File: config.mk
export PLATFORM = sky130hd
export DESIGN_NAME = count_slot_scheduler_flat
export DESIGN_NICKNAME = d
export VERILOG_FILES = /design/src/rtl/count_slot_scheduler_pkg.sv /design/src/rtl/count_slot_scheduler_if.sv /design/src/rtl/count_slot_scheduler_rr_arbiter.sv /design/src/rtl/count_slot_scheduler.sv /design/src/flat_wrapper.sv
export SDC_FILE = /design/constraint.sdc
export NUM_CORES = 1
export LEC_CHECK = 0
export ABC_AREA = 1
export CAP_MARGIN = 20
export CORE_ASPECT_RATIO = 1.2
export CORE_MARGIN = 2
export CORE_UTILIZATION = 42
export CTS_BUF_LIST = sky130_fd_sc_hd__clkbuf_16
export DETAILED_ROUTE_END_ITERATION = 16
export PLACE_DENSITY = 0.8
export SYNTH_ARGS = -nofsm -noshare
export SYNTH_HDL_FRONTEND = slang
export SYNTH_SLANG_ARGS = --single-unit
File: constraint.sdc
create_clock -name clk -period 2.6 [get_ports clk]
set_input_delay 0.52 -clock clk [delete_from_list [all_inputs] [get_ports clk]]
set_output_delay 0.52 -clock clk [all_outputs]
set_load 0.02 [all_outputs]
File: src/rtl/count_slot_scheduler_pkg.sv
// Shared types and the round-robin pick function for the count slot scheduler.
package count_sched_pkg;

  localparam int unsigned MAX_REQ = 32;
  localparam int unsigned MAX_IDW = 5;

  typedef enum logic {ST_IDLE, ST_RUN} state_t;

  // First set request after ptr, wrapping modulo nreq; ptr itself is searched last.
  function automatic logic [MAX_IDW-1:0] rr_next(input logic [MAX_IDW-1:0] ptr,
                                                 input logic [MAX_REQ-1:0] req,
                                                 input int unsigned        nreq);
    logic [MAX_IDW-1:0] win;
    int unsigned        idx;
    win = '0;
    for (int unsigned i = MAX_REQ; i >= 1; i--) begin
      if (i <= nreq) begin
        idx = (32'(ptr) + i) % nreq;
        if (req[idx[MAX_IDW-1:0]]) win = MAX_IDW'(idx);
      end
    end
    return win;
  endfunction

endpackage

File: src/rtl/count_slot_scheduler_if.sv
// Request/grant bundle between requesters and the shared counter.
interface count_slot_scheduler_if #(
  parameter int unsigned N    = 4,
  parameter int unsigned NREQ = 4
);
  localparam int unsigned IDW = $clog2(NREQ);

  logic [NREQ-1:0]   req;
  logic [NREQ*N-1:0] limit_i;
  logic [NREQ-1:0]   grant;
  logic              busy;
  logic [N-1:0]      count;
  logic              done;
  logic [IDW-1:0]    done_id;

  modport master (output req, limit_i, input grant, busy, count, done, done_id);
  modport slave  (input req, limit_i, output grant, busy, count, done, done_id);
endinterface

File: src/rtl/count_slot_scheduler_rr_arbiter.sv
// Combinational round-robin picker over NREQ request lines.
module rr_arbiter
  import count_sched_pkg::*;
#(
  parameter int unsigned NREQ = 4
) (
  input  logic [NREQ-1:0]         req,
  input  logic [$clog2(NREQ)-1:0] ptr,
  output logic                    valid,
  output logic [$clog2(NREQ)-1:0] win_idx
);
  localparam int unsigned IDW = $clog2(NREQ);

  assign valid   = |req;
  assign win_idx = IDW'(rr_next(MAX_IDW'(ptr), MAX_REQ'(req), NREQ));
endmodule

File: src/rtl/count_slot_scheduler.sv
// Round-robin shared modulo counter: grants one requester, counts 0..limit, pulses done.
module count_slot_scheduler
  import count_sched_pkg::*;
#(
  parameter int unsigned N    = 4,
  parameter int unsigned NREQ = 4
) (
  input logic                  clk,
  input logic                  rst_n,
  count_slot_scheduler_if.slave bus
);
  localparam int unsigned IDW = $clog2(NREQ);

  state_t          state_q, state_d;
  logic [N-1:0]    count_q, count_d;
  logic [N-1:0]    lim_q, lim_d;
  logic [IDW-1:0]  own_q, own_d;
  logic [IDW-1:0]  ptr_q, ptr_d;
  logic [NREQ-1:0] grant_q, grant_d;
  logic            busy_q, busy_d;
  logic            done_q, done_d;
  logic [IDW-1:0]  done_id_q, done_id_d;

  logic            arb_valid;
  logic [IDW-1:0]  arb_win;
  logic [N-1:0]    lim_arr [NREQ];

  for (genvar k = 0; k < NREQ; k++) begin : g_lim
    assign lim_arr[k] = bus.limit_i[k*N +: N];
  end

  rr_arbiter #(.NREQ(NREQ)) u_arb (
    .req     (bus.req),
    .ptr     (ptr_q),
    .valid   (arb_valid),
    .win_idx (arb_win)
  );

  // Next-state and output decode
  always_comb begin
    state_d   = state_q;
    count_d   = count_q;
    lim_d     = lim_q;
    own_d     = own_q;
    ptr_d     = ptr_q;
    grant_d   = grant_q;
    busy_d    = busy_q;
    done_d    = 1'b0;
    done_id_d = done_id_q;
    unique case (state_q)
      ST_IDLE: begin
        if (arb_valid) begin
          state_d = ST_RUN;
          grant_d = NREQ'(1) << arb_win;
          busy_d  = 1'b1;
          count_d = '0;
          lim_d   = lim_arr[arb_win];
          own_d   = arb_win;
          ptr_d   = arb_win;
        end
      end
      ST_RUN: begin
        // Abort wins over completion so a dropped request never sees done
        if (!bus.req[own_q]) begin
          state_d = ST_IDLE;
          grant_d = '0;
          busy_d  = 1'b0;
          count_d = '0;
        end else if (count_q == lim_q) begin
          state_d   = ST_IDLE;
          grant_d   = '0;
          busy_d    = 1'b0;
          count_d   = '0;
          done_d    = 1'b1;
          done_id_d = own_q;
        end else begin
          count_d = count_q + N'(1);
        end
      end
      default: state_d = ST_IDLE;
    endcase
  end

  always_ff @(posedge clk or negedge rst_n) begin
    if (!rst_n) begin
      state_q   <= ST_IDLE;
      count_q   <= '0;
      lim_q     <= '0;
      own_q     <= '0;
      ptr_q     <= IDW'(NREQ - 1);
      grant_q   <= '0;
      busy_q    <= 1'b0;
      done_q    <= 1'b0;
      done_id_q <= '0;
    end else begin
      state_q   <= state_d;
      count_q   <= count_d;
      lim_q     <= lim_d;
      own_q     <= own_d;
      ptr_q     <= ptr_d;
      grant_q   <= grant_d;
      busy_q    <= busy_d;
      done_q    <= done_d;
      done_id_q <= done_id_d;
    end
  end

  assign bus.grant   = grant_q;
  assign bus.busy    = busy_q;
  assign bus.count   = count_q;
  assign bus.done    = done_q;
  assign bus.done_id = done_id_q;
endmodule

File: src/flat_wrapper.sv
// flat-port wrapper written by rule: the top's interface ports become plain ports
module count_slot_scheduler_flat import count_sched_pkg::*;
#(
  parameter int unsigned N    = 4,
  parameter int unsigned NREQ = 4
)
  (clk, rst_n, bus_req, bus_limit_i, bus_grant, bus_busy, bus_count, bus_done, bus_done_id);
  count_slot_scheduler_if #(.N(N), .NREQ(NREQ)) bus_i ();
  input logic clk;
  input logic rst_n;
  input wire logic [$bits(bus_i.req)-1:0] bus_req;
  input wire logic [$bits(bus_i.limit_i)-1:0] bus_limit_i;
  output wire logic [$bits(bus_i.grant)-1:0] bus_grant;
  output wire logic [$bits(bus_i.busy)-1:0] bus_busy;
  output wire logic [$bits(bus_i.count)-1:0] bus_count;
  output wire logic [$bits(bus_i.done)-1:0] bus_done;
  output wire logic [$bits(bus_i.done_id)-1:0] bus_done_id;
  assign bus_i.req = bus_req;
  assign bus_i.limit_i = bus_limit_i;
  assign bus_grant = bus_i.grant;
  assign bus_busy = bus_i.busy;
  assign bus_count = bus_i.count;
  assign bus_done = bus_i.done;
  assign bus_done_id = bus_i.done_id;
  count_slot_scheduler #(.N(N), .NREQ(NREQ)) u_core (.clk(clk), .rst_n(rst_n), .bus(bus_i));
endmodule
==> flow_metrics.env <==
export IMPL_crit_chain="clkdlybuf4s50_1 > inv_1 > o21ai_2 > nand2_1 > nand2_1 > nand4_1 > nand2_4 > inv_1 > nand3_1 > nand2_1 > nand2_1 > nand2_1"
export IMPL_die_y_um=66.6
export IMPL_cp_slowest_cell="clkdlybuf4s50_1"
export IMPL_async_reset_ff_share_pct=100
export IMPL_synth_seq_cells=21
export IMPL_max_freq_mhz=503
export IMPL_hold_start="u_core.state_q"
export IMPL_place_congestion=0.749
export IMPL_drc=0
export IMPL_cap_violations=0
export IMPL_yosys_area_top_type="dfrtp_1"
export IMPL_clk_pin_slew_worst_paths_ns=0.06
export IMPL_power_leakage_nw=0.916
export IMPL_die_w_um=56.1
export IMPL_path_class="in -> reg"
export IMPL_drive_gt1_share_pct=14.3
export IMPL_rsz0062_at_grt="false"
export IMPL_synth_area_um2=1370
export IMPL_synth_xor_area_share_pct=3.20
export IMPL_startpoint="bus_req[3]"
export IMPL_fin_nets=241
export IMPL_synth_cell_type_count=25
export IMPL_n_antenna_cell=0
export IMPL_synth_area_mux_share_pct=0
export IMPL_p_per_area_nw_per_um2=1280
export IMPL_hold_viol_final=0
export IMPL_die_area_um2=3740
export IMPL_required_ns=2.74
export IMPL_setup_viol=0
export IMPL_num_fill_cells=283
export IMPL_avgSynthCellArea_um2=7.57
export IMPL_fin_hold_ws_ns=0.505
export IMPL_fin_crit_sh_pct=76.5
export IMPL_grt_max_degree=22
export IMPL_cts_htree_levels=1
export IMPL_ys_seq_area_share_pct=38.5
export IMPL_synth_simple_area_share_pct=37.3
export IMPL_portBuffers=33
export IMPL_dr_pass1_iters=4
export IMPL_cpPeakStageDelay_ns=0.51
export IMPL_rows=22
export IMPL_finClkSkew_ns=0.00216
export IMPL_tns_ns=0
export IMPL_synth_flop_cell="dfrtp_1"
export IMPL_post_cts_setup_buffer_count=0
export IMPL_synth_edf_count=0
export IMPL_endpoint_kind="flip-flop"
export IMPL_min_period_ns=1.99
export IMPL_outcome="finished clean"
export IMPL_relSlewSlack_pct=48.0
export IMPL_cts_tree="done"
export IMPL_synth_commonest_cells="nand2_1 (52), inv_1 (26), nand3_1 (20)"
export IMPL_cts_sinks=21
export IMPL_synth_top_cell_area_share_pct=34.7
export IMPL_numCtsBuffers=3
export IMPL_ctsHoldBuffers=0
export IMPL_initialDrtViolationCount=22
export IMPL_crit_path_frequent_cell="nand2_1"
export IMPL_avgRoutedWirePerCell_um=10.8
export IMPL_synth_compound_area_share_pct=9.68
export IMPL_antenna_found_initial=0
export IMPL_r2r_start="u_core.ptr_q[0]"
export IMPL_cp_start_kind="primary input"
export IMPL_syn_nets=204
export IMPL_grt_pass1_vias=1199
export IMPL_hp_class="reg -> reg"
export IMPL_core_um2=3080
export IMPL_ctsLongestPathBuffers=2
export IMPL_yosys_top_cells_area="dfrtp_1 (35%), nand2_1 (14%), nand3_1 (7.3%)"
export IMPL_tightest_slew_ns=0.777
export IMPL_clk_latency_ns=0.25
export IMPL_wirelength_um=2730
export IMPL_crit_fanout=8
export IMPL_synth_top_family_by_area="simple AND/OR/NAND/NOR gates"
export IMPL_hpwlAfterDp_um=2180
export IMPL_cts_resized=0
export IMPL_slew_violations=0
export IMPL_antenna_left=0
export IMPL_syn_to_final_growth_pct=32.0
export IMPL_ios=34
export IMPL_grt_overflow=0
export IMPL_synth_fa_ha_area_share_pct=0.913
export IMPL_yosysMostFrequentCell="nand2_1"
export IMPL_start_util_pct=44.4
export IMPL_cts_root_buf="clkbuf_16"
export IMPL_synthCells=181
export IMPL_ys_warn_count=0
export IMPL_groute_usage_overall_pct=16.6
export IMPL_grt_pass1_wl_um=4970
export IMPL_vias=1238
export IMPL_ir_drop_mv=0.857
export IMPL_cp_data_arrival_time_ns=2.13
export IMPL_viasPerCell=4.89
==> placed cells by master (no fill, tap or decap), types with 2 or more instances in the layout <==
cell,count
o21ai_0,13
nand2_8,2
dfstp_2,2
nand3_1,20
dfrtp_1,19
a21oi_1,6
xor2_1,4
clkinv_2,2
nand2_4,4
nor2_1,5
clkbuf_16,3
o22ai_1,3
nand2_2,13
nand2_1,52
clkdlybuf4s50_1,33
inv_1,26
==> stage by stage <==
| step | instance area, um^2 | power, mW | setup slack, ns | std cells | util, % |
|---|---|---|---|---|---|
| 2_1_floorplan | 1370 | 1.69 | 0.968 | 181 | - |
| 3_3_place_gp | 1730 | 1.98 | 0.339 | 249 | 56.0 |
| 3_5_place_dp | 1730 | 2.00 | 0.333 | 249 | 56.0 |
| 4_1_cts | 1810 | 2.33 | 0.594 | 253 | 58.6 |
| 5_1_grt | 1810 | 2.55 | 0.380 | 253 | 58.6 |
| 6_report | 1810 | 2.31 | 0.610 | 253 | 58.6 |
==> worst max-delay path, delay by kind of cell <==
family,cells,cell delay (ns)
AND/OR/NAND/NOR,8,0.72
buffers and inverters,3,0.71
AO/OA/AOI/OAI,1,0.18
==> path summary, 6_finish.rpt <==
check / slack, ns / endpoint / depth (start not counted)
max in group asynchronous: 1.72 / u_core.ptr_q[0] / 2
min: 0.51 / u_core.bus.busy / 1
max: 0.61 / u_core.lim_q[3] / 12
max reg2reg: 0.80 / u_core.lim_q[1] / 14
min reg2reg: 0.51 / u_core.bus.busy / 1
min in group asynchronous: 0.61 / u_core.bus.done_id[0] / 2
==> metal layers <==
metal	vias to the layer above	share of wire (%)	track usage [%]
li1	643	-	-
met1	543	45	20.6
met2	43	49	29.3
met3	9	4.2	1.75
met4	0	2.4	7.14
met5	-	0	0
==> sequential cells by signal, summed over array words and instances, names as in the netlist, 2 cells and up <==
name / cells
u_core.own_q: 2
u_core.bus.done_id: 2
u_core.bus.grant: 4
u_core.lim_q: 4
u_core.ptr_q: 2
u_core.bus.count: 4
==> where the power goes <==
| part | total [mW] | internal, mW | switching (mW) |
|---|---|---|---|
| combinational | 1.40 | 0.526 | 0.870 |
| clock | 0.323 | 0.206 | 0.116 |
| sequential | 0.590 | 0.471 | 0.119 |
| total | 2.31 | 1.20 | 1.10 |
==> kinds of logic after synthesis <==
| logic type | after synthesis |
|---|---|
| buffers and inverters | 31 |
| AO/OA/AOI/OAI | 24 |
| AND/OR/NAND/NOR | 99 |
| flip-flops | 21 |
| XOR/XNOR | 5 |
| adder cells (fa/ha/maj) | 1 |
==> cell type report <==
type | count | area, um^2 | area share [%]
clock inverters | 1 | 5.00 | 0.277
flip-flops and latches | 21 | 528 | 29.2
repair buffers | 34 | 338 | 18.7
well taps | 36 | 45.0 | 2.49
clock buffers | 3 | 75.1 | 4.15
multi-input cells | 129 | 699 | 38.7
inverters | 29 | 118 | 6.51
(Power assumes the default switching activity.)
==> edit 1, RTL diff (same flow settings) <==
`N` is set to 4 in 3 places; all go to 5.
--- a/src/rtl/count_slot_scheduler_if.sv
+++ b/src/rtl/count_slot_scheduler_if.sv
@@ -1,6 +1,6 @@
 // Request/grant bundle between requesters and the shared counter.
 interface count_slot_scheduler_if #(
-  parameter int unsigned N    = 4,
+  parameter int unsigned N    = 5,
   parameter int unsigned NREQ = 4
 );
   localparam int unsigned IDW = $clog2(NREQ);
--- a/src/rtl/count_slot_scheduler.sv
+++ b/src/rtl/count_slot_scheduler.sv
@@ -2,7 +2,7 @@
 module count_slot_scheduler
   import count_sched_pkg::*;
 #(
-  parameter int unsigned N    = 4,
+  parameter int unsigned N    = 5,
   parameter int unsigned NREQ = 4
 ) (
   input logic                  clk,
--- a/src/flat_wrapper.sv
+++ b/src/flat_wrapper.sv
@@ -1,7 +1,7 @@
 // flat-port wrapper written by rule: the top's interface ports become plain ports
 module count_slot_scheduler_flat import count_sched_pkg::*;
 #(
-  parameter int unsigned N    = 4,
+  parameter int unsigned N    = 5,
   parameter int unsigned NREQ = 4
 )
   (clk, rst_n, bus_req, bus_limit_i, bus_grant, bus_busy, bus_count, bus_done, bus_done_id);
Ports: changed (resized bus_count and bus_limit_i); port bits go from 34 to 39. The function was not compared with the original's and may differ.
==> edit 1 against the original RTL <==
Critical path depth increased by 2. Synthesized area increased by 6.5%. Worst setup slack got worse by 0.16 ns. Power decreased by 0.66%. Critical endpoint is now u_core.lim_q[4]. Routed wire length increased by 17%. Largest power group unchanged. Sequential cell count increased by 2. Final area increased by 7.3%. Maximum frequency decreased by 7.3%.
==> edit 1: results (changes against the original RTL) <==
Finish
• 0 — antenna cell count, unchanged
• 286 — number of cells in the finished layout apart from fillers, was 253
• 277 — Nets, was 241
• 8.03% — layout cells sized above 1, was 14.3%
• 310 — Layout fillers, was 283

Global route
• 24 — pin count of the biggest net entering global routing, was 22
• 17.6% — Global Route Usage Sum, was 16.6%
• 1281 — vias in the first global route, was 1199
• 0 — antenna violations before repair, unchanged
• 5380 um — wire length of the first global-routing pass, was 4970 um
• 0 — total gr overflow, unchanged

Placed design
• 38 — count of input and output buffers, was 33
• 0.809 — GPL Wtd Cong, was 0.749
• 0.185 ns — DP Worst Slack, was 0.333 ns
• 2510 um — half-perimeter wire length of the detailed placement result, was 2180 um
• 1860 um^2 — Cell Area, Placed, was 1730 um^2

Synth
• dfrtp_1, nand2_1, inv_1 — top area cells in the synthesized netlist, was dfrtp_1, nand2_1, nand3_1
• dfrtp_1 — dominant register cell in the synthesized netlist, unchanged
• 210 — gate count after technology mapping, was 181
• 100% — proportion of register bits with asynchronous set or reset after synthesis, unchanged
• 0 — Synth warnings, unchanged
• 6.95 um^2 — average cell area after synthesis, was 7.57 um^2
• 24 — number of distinct library cells after synthesis, was 25
• 237 — net count of the mapped netlist, was 204
• nand2_1, inv_1, nand3_1, dfrtp_1, o21ai_0 — Post-synth top cells, was nand2_1, inv_1, nand3_1, dfrtp_1
• 39.6% — fraction of the yosys area taken by sequential cells, was 38.5%

STA
• 45.4% — worst-case headroom to the max-slew limit, was 48.0%
• 0.00642 ns — setup skew after layout, was 0.00216 ns

Power
• 1.08 mW — Switch Pwr, was 1.10 mW
• 1.01 nW — P_leak, was 0.916 nW
• 0.745 mV — maximum resistive drop on vdd, was 0.857 mV

Critical path
• 13 — count of cells along the worst register-to-register path, was 14
• simple AND/OR/NAND/NOR gates — delay-heaviest family, CP, unchanged
• 14 — largest fanout on the critical path, was 8
• 2.30 ns — CP arrival, was 2.13 ns
• 0.54 ns — Slowest Stage Delay on Critical Path, was 0.51 ns
• clkdlybuf4s50_1 — slowest cell on the critical path, unchanged

Route
• 4 — First-pass DRT Iterations, unchanged
• 47 — Initial DRC Count, was 22
• 4.95 — routed via count divided by cell count, was 4.89
• 11.1 um — wire length per cell, was 10.8 um

Worst hold path
• register to register — classification of the worst-slack hold path, unchanged
• 2 — Worst Hold Depth, was 1

Clocking
• clkbuf_16 — root cell of the clock tree, unchanged
• 0.06 ns — clk slew on worst S/H paths, about the same
• 0.26 ns — Skew-Pair Late Insertion Delay
• 0 — PostCTS Resize Cnt, unchanged
• 2 — number of buffers on the longest clock path, unchanged
• 1 — H-tree depth, unchanged
• 0 — postcts setup bufs, unchanged
• 3 — clock buffers created by TritonCTS, unchanged

Run status
• finished clean — status, unchanged

## edit 1: cell types whose count changed in the layout (fill, tap and decap cells not counted), sizes merged
| cell | unedited run | this run |
|---|---|---|
| a21oi | 6 | 7 |
| buf | 1 | 2 |
| clkdlybuf4s50 | 33 | 38 |
| clkinv | 2 | 1 |
| dfrtp | 19 | 21 |
| inv | 28 | 42 |
| nand3 | 21 | 29 |
| nor2 | 5 | 3 |
| nor3 | 0 | 1 |
| o22ai | 3 | 5 |
| xnor2 | 1 | 3 |
| xor2 | 4 | 3 |
## edit 1: cell type report
cell class	instances	area (um^2)	share of cell area, %
inverter	42	163	8.38
multi-input combinational	140	678	34.9
tap	37	46.3	2.39
clock inverter	1	5.00	0.258
timing repair buffer	40	395	20.4
sequential	23	578	29.8
clock buffer	3	75.1	3.87
## edit 1: worst register-to-register path: stages (launching register included)
cell	delay, ns
dfstp_2	0.64
inv_6	0.07
nand2_2	0.05
nand2_1	0.07
nand2_1	0.09
nand2_1	0.07
nand2_2	0.08
nand3_2	0.19
nand2_2	0.29
nand2_1	0.09
nand3_1	0.07
nand2_1	0.06
nand2_1	0.06
nand2_1	0.06
## edit 1: cell families after synthesis
family                   Yosys count  synth area share [%]
XOR/XNOR                           6                  3.60
AND/OR/NAND/NOR                  106                  31.7
buffers and inverters             47                  13.9
adder cells (fa/ha/maj)            1                 0.857
AO/OA/AOI/OAI                     27                  10.3
flip-flops                        23                  39.6
## edit 1: final timing paths
kind,end,slack [ns],startpoint
worst max-delay path,u_core.lim_q[4],0.45,bus_req[3]
worst min-delay path,u_core.bus.done_id[0],0.49,u_core.bus.done_id[0]
worst max register to register,u_core.lim_q[4],0.58,u_core.ptr_q[0]
worst min register to register,u_core.bus.done_id[0],0.49,u_core.bus.done_id[0]
max in group asynchronous,u_core.ptr_q[0],1.70,rst_n
min in group asynchronous,u_core.bus.count[4],0.61,rst_n
## edit 1: per-layer routing
metal | GRT usage, % | part of all wire [%] | vias to the layer above
met4 | 9.01 | 2.6 | 0
li1 | - | - | 734
met3 | 1.12 | 4.2 | 7
met2 | 33.0 | 49 | 41
met5 | 0 | 0 | -
met1 | 20.2 | 44 | 635
## edit 1: power groups by stage
stage	clock [mW]	sequential (mW)	combinational (mW)
after floorplan	0	0.651	1.00
after global placement	0	0.632	1.30
after detailed placement	0	0.634	1.33
after CTS	0.333	0.631	1.34
after global routing	0.349	0.649	1.52
final	0.334	0.629	1.33
==> edit 2, RTL diff (same flow settings) <==
Made on the original files. Reset style: synchronous (`rst_n`), changed in one clocked block.
--- a/src/rtl/count_slot_scheduler.sv
+++ b/src/rtl/count_slot_scheduler.sv
@@ -81,7 +81,7 @@
     endcase
   end
 
-  always_ff @(posedge clk or negedge rst_n) begin
+  always_ff @(posedge clk) begin
     if (!rst_n) begin
       state_q   <= ST_IDLE;
       count_q   <= '0;
Formal check against the unedited RTL: differs if rst_n is asserted again (counterexample within 4 cycles, from zero or initial values and one cycle with rst_n low); with rst_n held inactive, the same outputs for 10 cycles.
==> edit 2 against the original RTL <==
Final area decreased by 8.0%. Synthesized area fell by 10%. Largest power group unchanged. Power shrank 13%. Routed wire length up 2.3%. First-iteration DRC count grew 64%. Sequential cell count unchanged. Worst setup slack got worse by 0.073 ns. Clock power decreased by 5%.
==> edit 2: results (changes against the original RTL) <==
Placed design
• 259 — cell total after placement, was 249
• 0.307 ns — DP Worst Slack, was 0.333 ns
• 1590 um^2 — Cell Area, Placed, was 1730 um^2
• 0.791 — GPL Wtd Cong, was 0.749
• 2180 um — half-perimeter wire length of the detailed placement result, about the same
• 33 — count of input and output buffers, unchanged

Power
• 0.660 mV — maximum resistive drop on vdd, was 0.857 mV
• 0.779 nW — P_leak, was 0.916 nW

Clocking
• 3 — clock buffers created by TritonCTS, unchanged
• 0 — PostCTS Resize Cnt, unchanged
• 0 — postcts setup bufs, unchanged
• 2 — number of buffers on the longest clock path, unchanged
• clkbuf_16 — root cell of the clock tree, unchanged
• 0.05 ns — clk slew on worst S/H paths
• 0.25 ns — Skew-Pair Late Insertion Delay, about the same
• 1 — H-tree depth, unchanged

Synth
• 22 — number of distinct library cells after synthesis, was 25
• 34.1% — fraction of the yosys area taken by sequential cells, was 38.5%
• nand2_1, nor2_1, dfxtp_1, inv_1, nand3_1 — Post-synth top cells, was nand2_1, inv_1, nand3_1, dfrtp_1
• 0 — Synth warnings, unchanged
• dfxtp_1, nand2_1, nor2_1 — top area cells in the synthesized netlist, was dfrtp_1, nand2_1, nand3_1
• 6.29 um^2 — average cell area after synthesis, was 7.57 um^2
• 0% — proportion of register bits with asynchronous set or reset after synthesis, was 100%
• 219 — net count of the mapped netlist, was 204
• dfxtp_1 — dominant register cell in the synthesized netlist, was dfrtp_1

Critical path
• simple AND/OR/NAND/NOR gates — delay-heaviest family, CP, unchanged
• 0.53 ns — Slowest Stage Delay on Critical Path, was 0.51 ns
• 12 — largest fanout on the critical path, was 8
• 2.20 ns — CP arrival, was 2.13 ns
• clkdlybuf4s50_1 — slowest cell on the critical path, unchanged

Route
• 36 — Initial DRC Count, was 22
• 2790 um — wire length reported by the detailed router, was 2730 um
• 5 — First-pass DRT Iterations, was 4
• 4.88 — routed via count divided by cell count, was 4.89
• 1284 — vias after detailed routing, was 1238

Finish
• 0 — antenna cell count, unchanged
• 282 — Layout fillers, was 283
• 6.55% — layout cells sized above 1, was 14.3%
• 253 — Nets, was 241

STA
• 0.00335 ns — setup skew after layout, was 0.00216 ns
• 60.8% — worst-case headroom to the max-slew limit, was 48.0%

Global route
• 0 — antenna violations before repair, unchanged
• 15 — pin count of the biggest net entering global routing, was 22
• 17.8% — Global Route Usage Sum, was 16.6%
• 1222 — vias in the first global route, was 1199
• 4710 um — wire length of the first global-routing pass, was 4970 um

Run status
• finished clean — status, unchanged

Worst hold path
• register to register — classification of the worst-slack hold path, unchanged

==> edit 2: changes by cell type after synthesis, sizes merged, moves of 4 or more <==
cell | unedited run | this run
nand2 | 71 | 60
nor2 | 5 | 29
nand4 | 1 | 5
xnor2 | 1 | 5
o21ai | 14 | 9
dfxtp | 0 | 21
dfrtp | 19 | 0
inv | 28 | 23
a21oi | 6 | 11
==> edit 2: worst paths after layout <==
kind         depth (start not counted)  slack (ns)                  end           startpoint
max reg2reg                         13        0.74      u_core.lim_q[1]      u_core.ptr_q[0]
min reg2reg                          2        0.47  u_core.bus.grant[3]  u_core.bus.grant[3]
max                                 12        0.54      u_core.lim_q[1]           bus_req[3]
min                                  2        0.47  u_core.bus.grant[3]  u_core.bus.grant[3]
==> edit 2: logic make-up after synthesis <==
| group | share of synthesized area [%] |
|---|---|
| compound gates | 9.95 |
| xor+xnor | 4.26 |
| fa+ha+maj | 1.02 |
| buf+inv | 9.24 |
| flops | 34.1 |
| simple gates | 41.4 |
==> edit 2: layer usage <==
layer	vias to the layer above	share of wire [%]	track usage, %
li1	692	-	-
met1	571	45	21.0
met2	21	51	31.5
met3	0	3.7	4.03
met4	0	0	4.17
met5	-	0	0
==> edit 2: final cells by class <==
class                           count  area, um^2  share of cell area (%)
Multi-Input combinational cell    147         698                    42.0
Sequential cell                    21         420                    25.3
Tap cell                           34        42.5                    2.56
Clock buffer                        3        75.1                    4.51
Clock inverter                      1        3.75                   0.226
Timing Repair Buffer               34         338                    20.3
Inverter                           23        86.3                    5.19
==> edit 2: where the power goes <==
part	total, mW	internal, mW	leakage (nW)	switching, mW
Combinational	1.19	0.438	0.564	0.748
Sequential	0.518	0.433	0.173	0.0853
Clock	0.308	0.204	0.0423	0.104
